## src/rtl/time_view.sv

```systemverilog
// Time-of-day clock with four alarm registers, 12/24-hour BCD entry and display.
// Time and alarms are held as 24-hour binary; conversion happens only at the edges.
module time_view #(
    parameter int CLKS_PER_SEC = 10
) (
    input  logic        clk,
    input  logic        rst,
    input  logic        mode12h,
    input  logic        set_time,
    input  logic        set_alarm,
    input  logic        button1,
    input  logic        button2,
    input  logic [1:0]  alarm_id,
    input  logic [19:0] stime_alarm,
    input  logic        sam_pm,
    output logic [19:0] hh_mm_ss,
    output logic        am_pm
);
    localparam int PW = (CLKS_PER_SEC > 1) ? $clog2(CLKS_PER_SEC) : 1;
    localparam logic [PW-1:0] PRESC_LAST = PW'(CLKS_PER_SEC - 1);

    logic [PW-1:0] presc_reg;
    logic [4:0]    hour_reg;
    logic [5:0]    min_reg;
    logic [5:0]    sec_reg;
    logic          btn1_reg;
    logic          btn2_reg;
    logic          btn1_edge;
    logic          btn2_edge;
    logic [4:0]    hour_half;
    logic [4:0]    hour_base;
    logic [4:0]    set_hour_next;

    assign btn1_edge = button1 & ~btn1_reg;
    assign btn2_edge = button2 & ~btn2_reg;

    // While setting, the hour stays inside the AM or PM half chosen by sam_pm.
    always_comb begin
        hour_half     = (hour_reg >= 5'd12) ? hour_reg - 5'd12 : hour_reg;
        hour_base     = sam_pm ? 5'd12 : 5'd0;
        set_hour_next = hour_half + hour_base;
        if (btn1_edge)
            set_hour_next = ((hour_half == 5'd11) ? 5'd0 : hour_half + 5'd1) + hour_base;
    end

    always_ff @(posedge clk) begin
        if (!rst) begin
            presc_reg <= '0;
            hour_reg  <= '0;
            min_reg   <= '0;
            sec_reg   <= '0;
            btn1_reg  <= 1'b0;
            btn2_reg  <= 1'b0;
        end else begin
            btn1_reg <= button1;
            btn2_reg <= button2;
            if (set_time) begin
                presc_reg <= '0;
                sec_reg   <= '0;
                hour_reg  <= set_hour_next;
                if (btn2_edge)
                    min_reg <= (min_reg == 6'd59) ? 6'd0 : min_reg + 6'd1;
            end else if (presc_reg == PRESC_LAST) begin
                presc_reg <= '0;
                if (sec_reg == 6'd59) begin
                    sec_reg <= 6'd0;
                    if (min_reg == 6'd59) begin
                        min_reg  <= 6'd0;
                        hour_reg <= (hour_reg == 5'd23) ? 5'd0 : hour_reg + 5'd1;
                    end else begin
                        min_reg <= min_reg + 6'd1;
                    end
                end else begin
                    sec_reg <= sec_reg + 6'd1;
                end
            end else begin
                presc_reg <= presc_reg + 1'b1;
            end
        end
    end

    logic [5:0] in_hour_val;
    logic [5:0] in_min_val;
    logic [5:0] in_sec_val;
    logic [4:0] in_hour_24;
    logic       in_hour_ok;
    logic       in_min_ok;
    logic       in_sec_ok;
    logic       alarm_wr;

    // Values are only meaningful when the matching *_ok flag is set.
    always_comb begin
        in_hour_val = 6'(stime_alarm[19:18]) * 6'd10 + 6'(stime_alarm[17:14]);
        in_min_val  = 6'(stime_alarm[13:11]) * 6'd10 + 6'(stime_alarm[10:7]);
        in_sec_val  = 6'(stime_alarm[6:4]) * 6'd10 + 6'(stime_alarm[3:0]);
        in_hour_ok  = (stime_alarm[17:14] <= 4'd9) &&
                      (mode12h ? (in_hour_val >= 6'd1 && in_hour_val <= 6'd12)
                               : (in_hour_val <= 6'd23));
        in_min_ok   = (stime_alarm[13:11] <= 3'd5) && (stime_alarm[10:7] <= 4'd9);
        in_sec_ok   = (stime_alarm[6:4] <= 3'd5) && (stime_alarm[3:0] <= 4'd9);
        in_hour_24  = in_hour_val[4:0];
        if (mode12h) begin
            if (in_hour_val == 6'd12)
                in_hour_24 = sam_pm ? 5'd12 : 5'd0;
            else
                in_hour_24 = in_hour_val[4:0] + (sam_pm ? 5'd12 : 5'd0);
        end
        alarm_wr = set_alarm & ~set_time & in_hour_ok & in_min_ok & in_sec_ok;
    end

    logic [16:0] alarm_word [4];

    genvar gi;
    generate
        for (gi = 0; gi < 4; gi++) begin : g_alarm
            logic [16:0] alarm_reg;
            always_ff @(posedge clk) begin
                if (!rst)
                    alarm_reg <= '0;
                else if (alarm_wr && alarm_id == 2'(gi))
                    alarm_reg <= {in_hour_24, in_min_val, in_sec_val};
            end
            assign alarm_word[gi] = alarm_reg;
        end
    endgenerate

    function automatic logic [6:0] to_bcd(input logic [5:0] v);
        return {3'(v / 6'd10), 4'(v % 6'd10)};
    endfunction

    logic [4:0] show_hour;
    logic [5:0] show_min;
    logic [5:0] show_sec;
    logic [4:0] disp_hour;
    logic [4:0] hour_tens_val;
    logic [1:0] hour_tens;
    logic [3:0] hour_units;
    logic [6:0] min_bcd;
    logic [6:0] sec_bcd;

    always_comb begin
        if (set_alarm && !set_time)
            {show_hour, show_min, show_sec} = alarm_word[alarm_id];
        else
            {show_hour, show_min, show_sec} = {hour_reg, min_reg, sec_reg};
        disp_hour = show_hour;
        if (mode12h) begin
            if (show_hour == 5'd0)
                disp_hour = 5'd12;
            else if (show_hour > 5'd12)
                disp_hour = show_hour - 5'd12;
        end
        if (disp_hour >= 5'd20) begin
            hour_tens     = 2'd2;
            hour_tens_val = 5'd20;
        end else if (disp_hour >= 5'd10) begin
            hour_tens     = 2'd1;
            hour_tens_val = 5'd10;
        end else begin
            hour_tens     = 2'd0;
            hour_tens_val = 5'd0;
        end
        hour_units = 4'(disp_hour - hour_tens_val);
        min_bcd    = to_bcd(show_min);
        sec_bcd    = to_bcd(show_sec);
    end

    assign hh_mm_ss = {hour_tens, hour_units, min_bcd, sec_bcd};
    assign am_pm    = mode12h & (show_hour >= 5'd12);

endmodule

```

## config.mk

```make
export PLATFORM = sky130hd
export DESIGN_NAME = time_view
export DESIGN_NICKNAME = d
export VERILOG_FILES = /design/src/rtl/time_view.sv
export SDC_FILE = /design/constraint.sdc
export NUM_CORES = 1
export LEC_CHECK = 0
export BUFFER_PORTS_ARGS = -buffer_cell sky130_fd_sc_hd__buf_2
export CORE_UTILIZATION = 55
export CTS_CLUSTER_DIAMETER = 30
export DETAILED_ROUTE_END_ITERATION = 6
export PLACE_DENSITY = 0.83
export SLEW_MARGIN = 0
export SYNTH_ARGS = -nofsm -noshare
export SYNTH_HDL_FRONTEND = slang
export SYNTH_SLANG_ARGS = --single-unit
```

## constraint.sdc

```tcl
create_clock -name clk -period 4.8 [get_ports clk]
set_input_delay 0.96 -clock clk [delete_from_list [all_inputs] [get_ports clk]]
set_output_delay 0.96 -clock clk [all_outputs]
set_load 0.005 [all_outputs]
```

# Word-level counts from Yosys, hierarchy flattened
# Index checks and enable logic that the tools add are counted.
# Widths: inputs -> output; s select.
# word_totals
register_bits,91
in_bits,30
out_inout_bits,21
word_cells,117
# classes
add_sub_neg,14
multipliers,3
div,4
magnitude_cmp,14
n_eq_ne,10
muxes,31
n_bitwise,12
n_reduce_logical,19
# ops
operator,n
$mux 5,14
$mux 6,8
$bmux 17 s2,1
$mux 17,2
$add 6x4->6,3
$ge 5x4->1 const B,3
$add 6x1->6 const B,2
$div 6x4->6 const B,2
$eq 6x6->1 const B,2
$le 4x4->1 const B,3
$mod 6x4->6 const B,2
$mux 4,3
$add 5x1->5 const B,2
$add 5x5->5,2
$mul 3x3->5 const B,2
$sub 5x4->5 const B,2
$logic_and 1x1->1,9
$and 1x1->1,7
$eq 6x4->1 const B,1
$ge 6x1->1 const B,1
$le 3x3->1 const B,2
$le 6x4->1 const B,1
$le 6x5->1 const B,1
$reduce_and 3->1,2
23 further kinds,30

# Logic depth before layout (Yosys ltp)
# logic_depth
depth_word,13
depth_mapped,15
depth_no_buf,14

# Least setup slack after synthesis
# OpenSTA, ideal clock, no wires.
# synth_timing
path_type,input to output
startpoint,input port alarm_id[0]
endpoint,output port hh_mm_ss[17]
arrival_time_ns,3.913
t_required_ns,3.840
path_slack_ns,-0.073
path_stages,13
path_buffers,2
path_cell_list,buf_2 -> buf_2 -> mux4_2 -> mux2i_2 -> inv_1 -> ha_1 -> nand2b_1 -> a21oi_1 -> nor3_1 -> a311o_1 -> ha_1 -> fa_1 -> xor2_1
# synth_via
elab_chain_len,13
word_cells_on_any_way,16
classes_between,2 x add/sub; 3 x order compare; 9 x mux; 1 x bitwise; 1 x reduce/logical
# synth_lines
item,line_no,source
from (decl),13,"input logic [1:0] alarm_id,"
$not 2->3 (implied by the code) *,143,"{show_hour, show_min, show_sec} = alarm_word[alarm_id];"
$bmux 17 s2 *,143,
$mux 17 (implied by the code) * (2 in series),143,
$mux 5 *,142,if (set_alarm && !set_time)
$sub 5x4->5 or $gt 5x4->1 (tied branches),"151, 150",
$mux 5,150,else if (show_hour > 5'd12)
$mux 5,148,if (show_hour == 5'd0)
$mux 5 *,147,if (mode12h) begin
$ge 5x4->1,156,end else if (disp_hour >= 5'd10) begin
$mux 4,156,
$mux 4,153,if (disp_hour >= 5'd20) begin
$sub 4x4->4 *,163,hour_units = 4'(disp_hour - hour_tens_val);
to (decl),16,"output logic [19:0] hh_mm_ss,"
# Every way passes the cells marked *; elsewhere a longest branch is shown, timed or not. The select of a mux whose other input is x is not followed.

# Worst setup path in the final report
# layout_timing
startpoint,input port alarm_id[1]
endpoint,output port hh_mm_ss[10]
# layout_via
elab_chain_len,6
# layout_lines
item,line_no,source
$not 2->3 (implied by the code),143,
$bmux 17 s2,143,
$mux 17 (implied by the code) (2 in series),143,
$mux 6,142,
$mod 6x4->6,128,"return {3'(v / 6'd10), 4'(v % 6'd10)};"
# No other way between the ends. The select of a mux whose other input is x is not followed.

==> summary.txt <==
Synthesis
  • Post-synth ARST share: 0%
  • Post-synthesis cell area: a little under 0.006 sq mm
  • Cell count after synthesis: between 600 and 700
  • Register area share after synthesis: between 30% and 40%
  • Prevailing post-synth register cell: dfxtp_1
  • Synth unique cells: 70
  • Synthesized flop and latch total: between 90 and 100
  • Syn_nets: approximately 760
  • Post-synth EDFFs: 0
  • Mapped Avg Cell Area: 8.42 sq um
  • Yosys warning total: 0

CTS
  • CTS tree: yes
  • CTS H-tree depth: 3
  • Clk root buf: clkbuf_8
  • Clock Sinks: around 90
  • CTS clk-pin slew, worst paths: around 0.10 ns
  • Hold_buf cts: 0
  • Clock Tree Buf Depth: 2
  • Cts bufs inserted: 9
  • Clk_lat worst skew: roughly 0.36 ns

STA
  • Post-Route Skew: 0.00791 ns
  • RSZ-0062 raised after global routing: yes
  • Slew Limit Fails: 0
  • Fraction of the cycle the final worst path needs: 103%
  • Final min period: 4.96 ns
  • Hold Violations, Final: 0
  • # setup viols final: 5
  • Fmax: roughly 200 MHz
  • Final Worst Setup Slack: -0.160 ns
  • Worst slew pin tran: approximately 0.98 ns
  • Slew margin rel.: approximately a third

Die
  • Num rows: 37
  • Initial Utilization: around 57%
  • Die W: 105 um
  • Die height: between 100 and 150 um
  • Die ar.: 0.0110 sq mm
  • Core area: about 0.010 sq mm
  • IO Count: 51

Drt
  • Routed Antenna Nets: 0
  • DRC violations left: 0
  • DR vias: approximately 5700
  • Routed Wire Length: between 15 and 20 mm
  • DRT iter0 DRCs: 648
  • Via density: between 6 and 7
  • Initial DRT Pass Iterations: 6
  • Drt wl/cell: about 18 um

Setup path
  • Crit-path cells: buf_12 > buf_6 > mux4_2 > mux2i_4 > or3_4 > a21boi_4 > ha_2 > a21boi_2 > nand4_1 > o32ai_4 > o21a_2 > nor2_1 > ha_2 > inv_2 > o41ai_2 > mux2_4 > buf_6
  • CP required: between 3 and 4 ns
  • CP bufs+invs: 4
  • Delay-heaviest family, CP: multiplexers
  • Worst-path fanout max: 5
  • CP max-delay cell: mux4_2
  • Critical Path Max Stage Delay: between 0.5 and 0.6 ns
  • CP endpoint kind: primary output
  • Worst EP arrival: around 4 ns
  • Critical path launch point type: input pin
  • Setup Crit Path Kind: in -> out

Layout
  • Largest register FFs: between 60 and 70
  • Non-filler cells, final: between 900 and 1000
  • Final core utilization: between 60% and 70%
  • Layout cells sized above 1: about 24%
  • Final nets: about 830
  • N_diodes: 0
  • Area growth syn-to-layout: 19.2%
  • Post-route cell area: approximately 0.007 sq mm

Run
  • Max-cap violations: 0

Placement
  • Routability cong.: 0.914
  • Pre-CTS setup slack: -0.361 ns
  • Dpl cells: between 800 and 900
  • DP HPWL: 10.7 mm
  • Placed Area: 0.00642 sq mm
  • Port Buf Inserts: 50

Run status
  • Run status: finished with violations
  • Failing checks: setup timing

Pwr
  • Worst vdd ir: around 0.19 mV
  • Power Density: 254 mW/mm^2
  • Leak: between 2 and 3 nW

Global routing
  • GRT overflow: 0
  • Total Routing Usage GR: approximately 29%
  • Vias in the first global route: 5442
  • Largest net degree at the start of global routing: 74
  • First-pass GRT wire length: roughly 26 mm
  • Initial antenna violation count: 0

Hold path
  • Worst Hold Class: reg -> reg
cell type report:
cell class	count	area (sq um)
multi-input cells	529	3900
fillers	783	3360
well taps	136	170
inverters	28	108
clock inverters	7	125
flip-flops and latches	91	1820
clock buffers	9	124
repair buffers	105	721
cells in the mapped netlist (all sizes together), types with 16 or more instances:
cell	n	area share [%]
nor3	23	2.0
dfxtp	91	31
a21oi	87	7.5
nand2	32	2.1
o21ai	81	6.9
xnor2	16	2.4
nor2	36	2.3
mux4	16	6.2
nand3	66	5.6
clkbuf	39	2.5
inv	28	1.8
ha	31	6.6
cell usage in the layout (no fill, tap or decap), types with 5 or more instances in the layout:
master	netlist	layout
nor3_1	23	18
a21oi_1	86	83
fa_1	6	5
nand2_1	32	31
nor2_1	36	35
dfxtp_1	91	91
a311oi_1	8	8
mux2i_1	10	10
buf_4	1	50
nand4_1	6	6
clkbuf_8	0	9
inv_1	27	24
a21o_1	6	6
nand3_1	66	66
xnor2_1	16	16
a211oi_1	9	9
ha_1	31	26
mux4_2	15	15
buf_2	4	48
o21ai_0	80	80
nor2b_1	8	8
xor2_1	13	13
cells by family after synthesis:
family,count (synthesis),share of synthesized area [%]
flip-flops,91,31.2
AND/OR/NAND/NOR,202,17.6
multiplexers,36,10.4
XOR/XNOR,29,4.34
AO/OA/AOI/OAI,225,22.8
adder cells (fa/ha/maj),37,8.69
buffers and inverters,74,5.03
final timing paths:
kind / startpoint / to / slack, ns / cells past startpoint
worst max-delay path: alarm_id[1] / hh_mm_ss[10] / -0.16 / 17
worst min-delay path: presc_reg[0] / presc_reg[0] / 0.47 / 1
worst max register to register: hour_reg[2] / hour_reg[4] / 1.61 / 12
worst min register to register: presc_reg[0] / presc_reg[0] / 0.47 / 1
repair_timing:
action | 4_1_cts | 5_1_grt
pin swaps | 14 | 10
resized for setup | 29 | 15
endpoints found under the setup margin | 5 | 7
setup buffers | 8 | 4
metal layers:
metal | routed length, um | vias to the layer above | GRT usage, %
met1 | 6610 | 2749 | 36.7
met4 | 390 | 0 | 9.36
met5 | 0 | - | 0
met2 | 8010 | 262 | 49.6
li1 | - | 2678 | -
met3 | 977 | 49 | 4.74
power by group:
group | switching [mW] | internal, mW
sequential | 0.0129 | 0.763
clock | 0.295 | 0.350
combinational | 0.205 | 0.142
metrics by stage:
step	TNS (ns)	hold WS [ns]	total power, mW
after global routing	-1.02	0.504	1.84
after detailed placement	-1.13	0.457	1.10
final	-0.529	0.473	1.77
after global placement	-0.455	0.447	1.08
after CTS	-0.314	0.478	1.75
after floorplan	0	0.433	1.00
Power figures use the tool's default switching activity.
